===== src/rtl/stopwatch_pkg.sv =====
// Shared types and constants for the stopwatch display path.
package stopwatch_pkg;

  // Width of one display-digit code (0-9 digits, plus dash/blank codes).
  localparam int unsigned DigitW = 4;

  typedef logic [DigitW-1:0] digit_t;

  localparam digit_t DIG_DASH  = digit_t'(10);
  localparam digit_t DIG_BLANK = digit_t'(15);

  // Active-low segment patterns, bit order {g,f,e,d,c,b,a}.
  localparam logic [6:0] SEG_DASH  = 7'b0111111;
  localparam logic [6:0] SEG_BLANK = 7'b1111111;

  localparam logic [3:0] AN_OFF = 4'b1111;

  // One frame's worth of latched display digits.
  typedef struct packed {
    digit_t minutes;
    digit_t sec_tens;
    digit_t sec_units;
  } snap_t;

  // Splits seconds into tens/units with a compare chain rather than a divider;
  // out-of-range fields are replaced by dash codes.
  function automatic snap_t bcd_snapshot(input logic [5:0] sec, input logic [3:0] mins);
    snap_t      s;
    logic [5:0] base;
    s.sec_tens = digit_t'(0);
    base       = 6'd0;
    if (sec >= 6'd50) begin
      s.sec_tens = digit_t'(5);
      base       = 6'd50;
    end else if (sec >= 6'd40) begin
      s.sec_tens = digit_t'(4);
      base       = 6'd40;
    end else if (sec >= 6'd30) begin
      s.sec_tens = digit_t'(3);
      base       = 6'd30;
    end else if (sec >= 6'd20) begin
      s.sec_tens = digit_t'(2);
      base       = 6'd20;
    end else if (sec >= 6'd10) begin
      s.sec_tens = digit_t'(1);
      base       = 6'd10;
    end
    s.sec_units = digit_t'(sec - base);
    if (sec > 6'd59) begin
      s.sec_tens  = DIG_DASH;
      s.sec_units = DIG_DASH;
    end
    s.minutes = (mins > 4'd9) ? DIG_DASH : digit_t'(mins);
    return s;
  endfunction

endpackage


===== src/rtl/seg7_encode.sv =====
// Digit code to active-low 7-segment pattern; 10 is a dash, other codes blank.
module seg7_encode
  import stopwatch_pkg::*;
(
  input  digit_t     code_i,
  output logic [6:0] seg_o
);

  // Pure lookup, blank for anything not a digit or dash.
  always_comb begin
    seg_o = SEG_BLANK;
    case (code_i)
      digit_t'(0):  seg_o = 7'b1000000;
      digit_t'(1):  seg_o = 7'b1111001;
      digit_t'(2):  seg_o = 7'b0100100;
      digit_t'(3):  seg_o = 7'b0110000;
      digit_t'(4):  seg_o = 7'b0011001;
      digit_t'(5):  seg_o = 7'b0010010;
      digit_t'(6):  seg_o = 7'b0000010;
      digit_t'(7):  seg_o = 7'b1111000;
      digit_t'(8):  seg_o = 7'b0000000;
      digit_t'(9):  seg_o = 7'b0010000;
      DIG_DASH:     seg_o = SEG_DASH;
      default:      seg_o = SEG_BLANK;
    endcase
  end

endmodule


===== src/rtl/stopwatch_display_mux.sv =====
// Time-multiplexed 4-digit " M.SS" driver for a common-anode 7-segment display.
// The time is latched once per scan frame so a frame never mixes two readings.
module stopwatch_display_mux
  import stopwatch_pkg::*;
#(
  parameter int unsigned REFRESH_DIV = 100000,
  parameter int unsigned BLINK_TICKS = 250
) (
  input  logic       clk,
  input  logic       rst_n,
  input  logic [5:0] seconds,
  input  logic [3:0] minutes,
  input  logic       blink_en,
  output logic [3:0] an,
  output logic [6:0] seg,
  output logic       dp
);

  localparam int unsigned RefW = (REFRESH_DIV > 1) ? $clog2(REFRESH_DIV) : 1;
  localparam int unsigned BlkW = (BLINK_TICKS > 1) ? $clog2(BLINK_TICKS) : 1;
  localparam logic [RefW-1:0] RefMax = RefW'(REFRESH_DIV - 1);
  localparam logic [BlkW-1:0] BlkMax = BlkW'(BLINK_TICKS - 1);

  logic [RefW-1:0] ref_cnt_q, ref_cnt_d;
  logic [1:0]      idx_q, idx_d;
  snap_t           snap_q, snap_d;
  logic [BlkW-1:0] blk_cnt_q, blk_cnt_d;
  logic            phase_q, phase_d;
  logic [3:0]      an_q, an_d;
  logic [6:0]      seg_q, seg_d;
  logic            dp_q, dp_d;

  logic       tick;
  logic       frame_end;
  digit_t     cur_digit;
  logic       cur_dp;
  logic [6:0] cur_seg;

  assign tick      = (ref_cnt_q == RefMax);
  assign frame_end = tick && (idx_q == 2'd3);

  // Slot timing, digit index and the once-per-frame time snapshot.
  always_comb begin
    ref_cnt_d = tick ? '0 : ref_cnt_q + 1'b1;
    idx_d     = tick ? idx_q + 2'd1 : idx_q;
    snap_d    = frame_end ? bcd_snapshot(seconds, minutes) : snap_q;
  end

  // Blink phase counts slot ticks; held cleared while blinking is off so it
  // always restarts in the visible half.
  always_comb begin
    blk_cnt_d = blk_cnt_q;
    phase_d   = phase_q;
    if (!blink_en) begin
      blk_cnt_d = '0;
      phase_d   = 1'b0;
    end else if (tick) begin
      if (blk_cnt_q == BlkMax) begin
        blk_cnt_d = '0;
        phase_d   = ~phase_q;
      end else begin
        blk_cnt_d = blk_cnt_q + 1'b1;
      end
    end
  end

  // Select the digit code and decimal point for the current slot.
  always_comb begin
    cur_digit = DIG_BLANK;
    cur_dp    = 1'b1;
    unique case (idx_q)
      2'd0: cur_digit = snap_q.sec_units;
      2'd1: cur_digit = snap_q.sec_tens;
      2'd2: begin
        cur_digit = snap_q.minutes;
        cur_dp    = 1'b0;
      end
      2'd3: cur_digit = DIG_BLANK;
    endcase
  end

  seg7_encode u_seg7_encode (
    .code_i (cur_digit),
    .seg_o  (cur_seg)
  );

  // Next output values; the dark blink half overrides everything.
  always_comb begin
    an_d  = ~(4'b0001 << idx_q);
    seg_d = cur_seg;
    dp_d  = cur_dp;
    if (blink_en && phase_q) begin
      an_d  = AN_OFF;
      seg_d = SEG_BLANK;
      dp_d  = 1'b1;
    end
  end

  // All state, including the registered display outputs.
  always_ff @(posedge clk or negedge rst_n) begin
    if (!rst_n) begin
      ref_cnt_q <= '0;
      idx_q     <= 2'd0;
      snap_q    <= '0;
      blk_cnt_q <= '0;
      phase_q   <= 1'b0;
      an_q      <= AN_OFF;
      seg_q     <= SEG_BLANK;
      dp_q      <= 1'b1;
    end else begin
      ref_cnt_q <= ref_cnt_d;
      idx_q     <= idx_d;
      snap_q    <= snap_d;
      blk_cnt_q <= blk_cnt_d;
      phase_q   <= phase_d;
      an_q      <= an_d;
      seg_q     <= seg_d;
      dp_q      <= dp_d;
    end
  end

  assign an  = an_q;
  assign seg = seg_q;
  assign dp  = dp_q;

endmodule


===== config.mk =====
export PLATFORM = sky130hd
export DESIGN_NAME = stopwatch_display_mux
export DESIGN_NICKNAME = d
export VERILOG_FILES = /design/src/rtl/stopwatch_pkg.sv /design/src/rtl/seg7_encode.sv /design/src/rtl/stopwatch_display_mux.sv
export SDC_FILE = /design/constraint.sdc
export NUM_CORES = 1
export LEC_CHECK = 0
export BUFFER_PORTS_ARGS = -buffer_cell sky130_fd_sc_hd__buf_2
export CAP_MARGIN = 20
export CORE_ASPECT_RATIO = 0.5
export CORE_MARGIN = 3
export CORE_UTILIZATION = 60
export CTS_BUF_LIST = sky130_fd_sc_hd__clkbuf_4
export CTS_CLUSTER_DIAMETER = 50
export DETAILED_ROUTE_END_ITERATION = 7
export PLACE_DENSITY = 0.8
export SETUP_SLACK_MARGIN = 0.05
export SLEW_MARGIN = 20
export SYNTH_ARGS = -nofsm -noshare
export SYNTH_HDL_FRONTEND = slang
export SYNTH_SLANG_ARGS = --single-unit
export TNS_END_PERCENT = 100

===== constraint.sdc =====
create_clock -name clk -period 2.3 [get_ports clk]
set_input_delay 0.46 -clock clk [delete_from_list [all_inputs] [get_ports clk]]
set_output_delay 0.46 -clock clk [all_outputs]
set_load 0.05 [all_outputs]

==> results.txt <==
ys flop type: dfrtp_1
min cycle time layout: 2.147 ns
PD cells: 462.9 nW/um2
Data required, critical path: 2.59 ns
Post-Syn Instances: 282
GRT Overall Usage: 21.98%
CP arrival: 2.44 ns
internal power: 1.087 mW
unrepaired setup endpoints after global routing: false
Yosys Warn Count: 0
Worst-Skew Late Latency: 0.37 ns
Clock Power Share: 28.8%
routability congestion estimate: 0.8549
Synth Register Bits: 51
Sw Share: 23.57%
worst vdd ir: 0.2259 mV
share of cells above drive strength 1: 20.13%
Initial DRC Count: 66
worst hold slack: 0.05599 ns
# diodes: 0
GRT overflow: 0
count of pins over their slew limit: 0
skew final: 0.006512 ns
Die Ht: 53.90 um
final wirelength: 5371 um
Final nets: 345
Root Buffer: clkbuf_4
clock buffer count from CTS: 5
Worst Path Max Fanout: 12
Post-synth EDFFs: 0
Post-DRT Antenna Nets: 0
# Post-CTS Setup Buffers: 0
switching power: 335.2 uW
Crit. End Element: flip-flop
outcome: finished clean
critical setup path kind: reg -> reg
Final period util: 93.36%
fmax: 465.7 MHz
full die area: 5486 um2
Hold-fix buffers, CTS: 0
Layout area overhead: 11.59%
drt first pass iters: 4
Reg clk slew, reported paths: 0.14 ns
Lkg Pwr: 1.410 nW
most frequent cells in the layout: 40 x dfrtp_1, 32 x nand2_1, 26 x nor2_1
CTS tree: done
WL/cell: 14.44 um
DRC Markers: 0
Yosys cell types: 52
Async SR Flop Fraction: 100.0%
vias per cell: 5.750
nature of the critical path startpoint: flip-flop
Starting Density: 66.43%
Fin Setup TNS: 0 ns
CTS sink cnt: 51
Hold Fails Final Rpt: 0
Max Cap Viol: 0
Reg power frac: 64.0%
Gate power share: 7.2%
core area: 4144 um2
Hold Crit Class: in -> async
worst r2r dst: blk_cnt_q[5]
PortBufs: 24
worst-margin pin slew: 0.5794 ns
maximum number of pins on one net before global-route repair: 28
HPWL after DPL: 4068 um
Reg2Reg Depth: 6
synthesized area: 2753 um2
syn avg cell area: 9.761 um2
routed via count: 2,139
initial antenna violation count: 0
syn_nets: 310
Max transition margin: 61.02%
top-level I/O count: 25
Placement Rows: 16
register area share after synthesis: 46.86%
commonest non-fill, non-tap cell in the layout: dfrtp_1
flop-to-flop setup slack: 0.15 ns
first-pass GRT wire length: 9308 um
r2r startpoint: ref_cnt_q[11]
Die X: 101.8 um
vias in the first global route: 2,132
Clock Tree Buf Depth: 2
H-tree depth reported by CTS: 2
setup violators final: 0
sequential cells by signal, summed over array words and instances (netlist names):
| signal | count |
|---|---|
| blk_cnt_q | 8 |
| ref_cnt_q | 17 |
| seg | 7 |
| an | 4 |
| idx_q | 2 |
| phase_q | 1 |
| snap_q | 12 |
power groups by stage:
stage                     combinational (mW)  clock [mW]  sequential [mW]
after floorplan                       0.0556           0            0.925
after global placement                0.0993           0            0.926
after detailed placement               0.104           0            0.926
after CTS                              0.104       0.430            0.910
after global routing                   0.120       0.469            0.912
final                                  0.102       0.410            0.910
logic make-up after synthesis:
group | after synthesis | synth area share, %
compound gates | 57 | 13.32
simple gates | 116 | 21.82
xor+xnor | 18 | 5.728
mux | 5 | 1.864
flops | 51 | 46.86
buf+inv | 20 | 3.318
fa+ha+maj | 15 | 7.091
repair_timing:
item	in CTS	in global routing
resized for setup	0	1
setup endpoints to repair	0	5
endpoints found under the hold margin	0	0
synthesized netlist by cell type (3+ instances only):
master    count  share of area, %
dfrtp_1      40                36
nand2_1      32               4.4
nor2_1       26               3.5
o21ai_1      16               2.9
ha_1         14               6.4
nand3_1      14               2.5
dfstp_2      11                11
inv_1        11               1.5
a21oi_1      10               1.8
xnor2_1       9               2.9
xor2_1        9               2.9
nand4_1       7               1.6
nor2b_1       7               1.6
nor3_1        7               1.3
o21ai_0       7               1.3
clkbuf_1      5              0.68
and2_1        4              0.91
mux2i_1       4               1.5
nand2b_1      3              0.68
o21a_1        3              0.82
o31ai_1       3              0.82
how the worst max path moves through the flow:
stage                  start      endpoint  slack [ns]  cells after the start
2_1_floorplan     seconds[3]     snap_q[3]        0.08                      9
3_5_place_dp      seconds[4]     snap_q[3]       0.007                     10
3_3_place_gp      seconds[4]     snap_q[3]        0.11                     10
5_1_grt             idx_q[0]        seg[4]        0.07                     10
6_report       ref_cnt_q[11]  blk_cnt_q[5]        0.15                      6
4_1_cts        ref_cnt_q[12]  blk_cnt_q[5]        0.08                      6
routing by layer:
layer | GRT usage, % | vias to the layer above | wire length, um
met3 | 4.528 | 6 | 220
met4 | 6.402 | 0 | 42
met5 | 0 | - | 0
met1 | 26.93 | 1032 | 2384
li1 | - | 1058 | -
met2 | 40.15 | 43 | 2723
metrics by stage:
stage / cell area, um2 / utilization [%] / instances / total power, mW / setup slack [ns]
global placement: 3013 / 72.71 / 364 / 1.025 / 0.1106
CTS: 3070 / 74.09 / 372 / 1.445 / 0.08095
finish: 3072 / 74.12 / 372 / 1.422 / 0.1527
floorplan: 2753 / - / 282 / 0.9805 / 0.08421
detailed placement: 3013 / 72.71 / 364 / 1.030 / 0.006537
global route: 3072 / 74.12 / 372 / 1.501 / 0.06638
critical path, stage by stage (launching register included):
cell	delay (ns)
dfrtp_1	0.47
or4b_1	0.55
nor4_4	0.32
buf_12	0.17
nor2b_2	0.08
or2_4	0.28
o31ai_2	0.21
layout make-up:
class | count | area, um2
multi-input cells | 211 | 1373
flip-flops and latches | 51 | 1290
fillers | 322 | 1072
repair buffers | 37 | 242.7
well taps | 54 | 67.56
clock buffers | 7 | 52.55
inverters | 11 | 41.29
clock inverters | 1 | 5.005
Note: power is estimated with default switching activity, not from simulation.
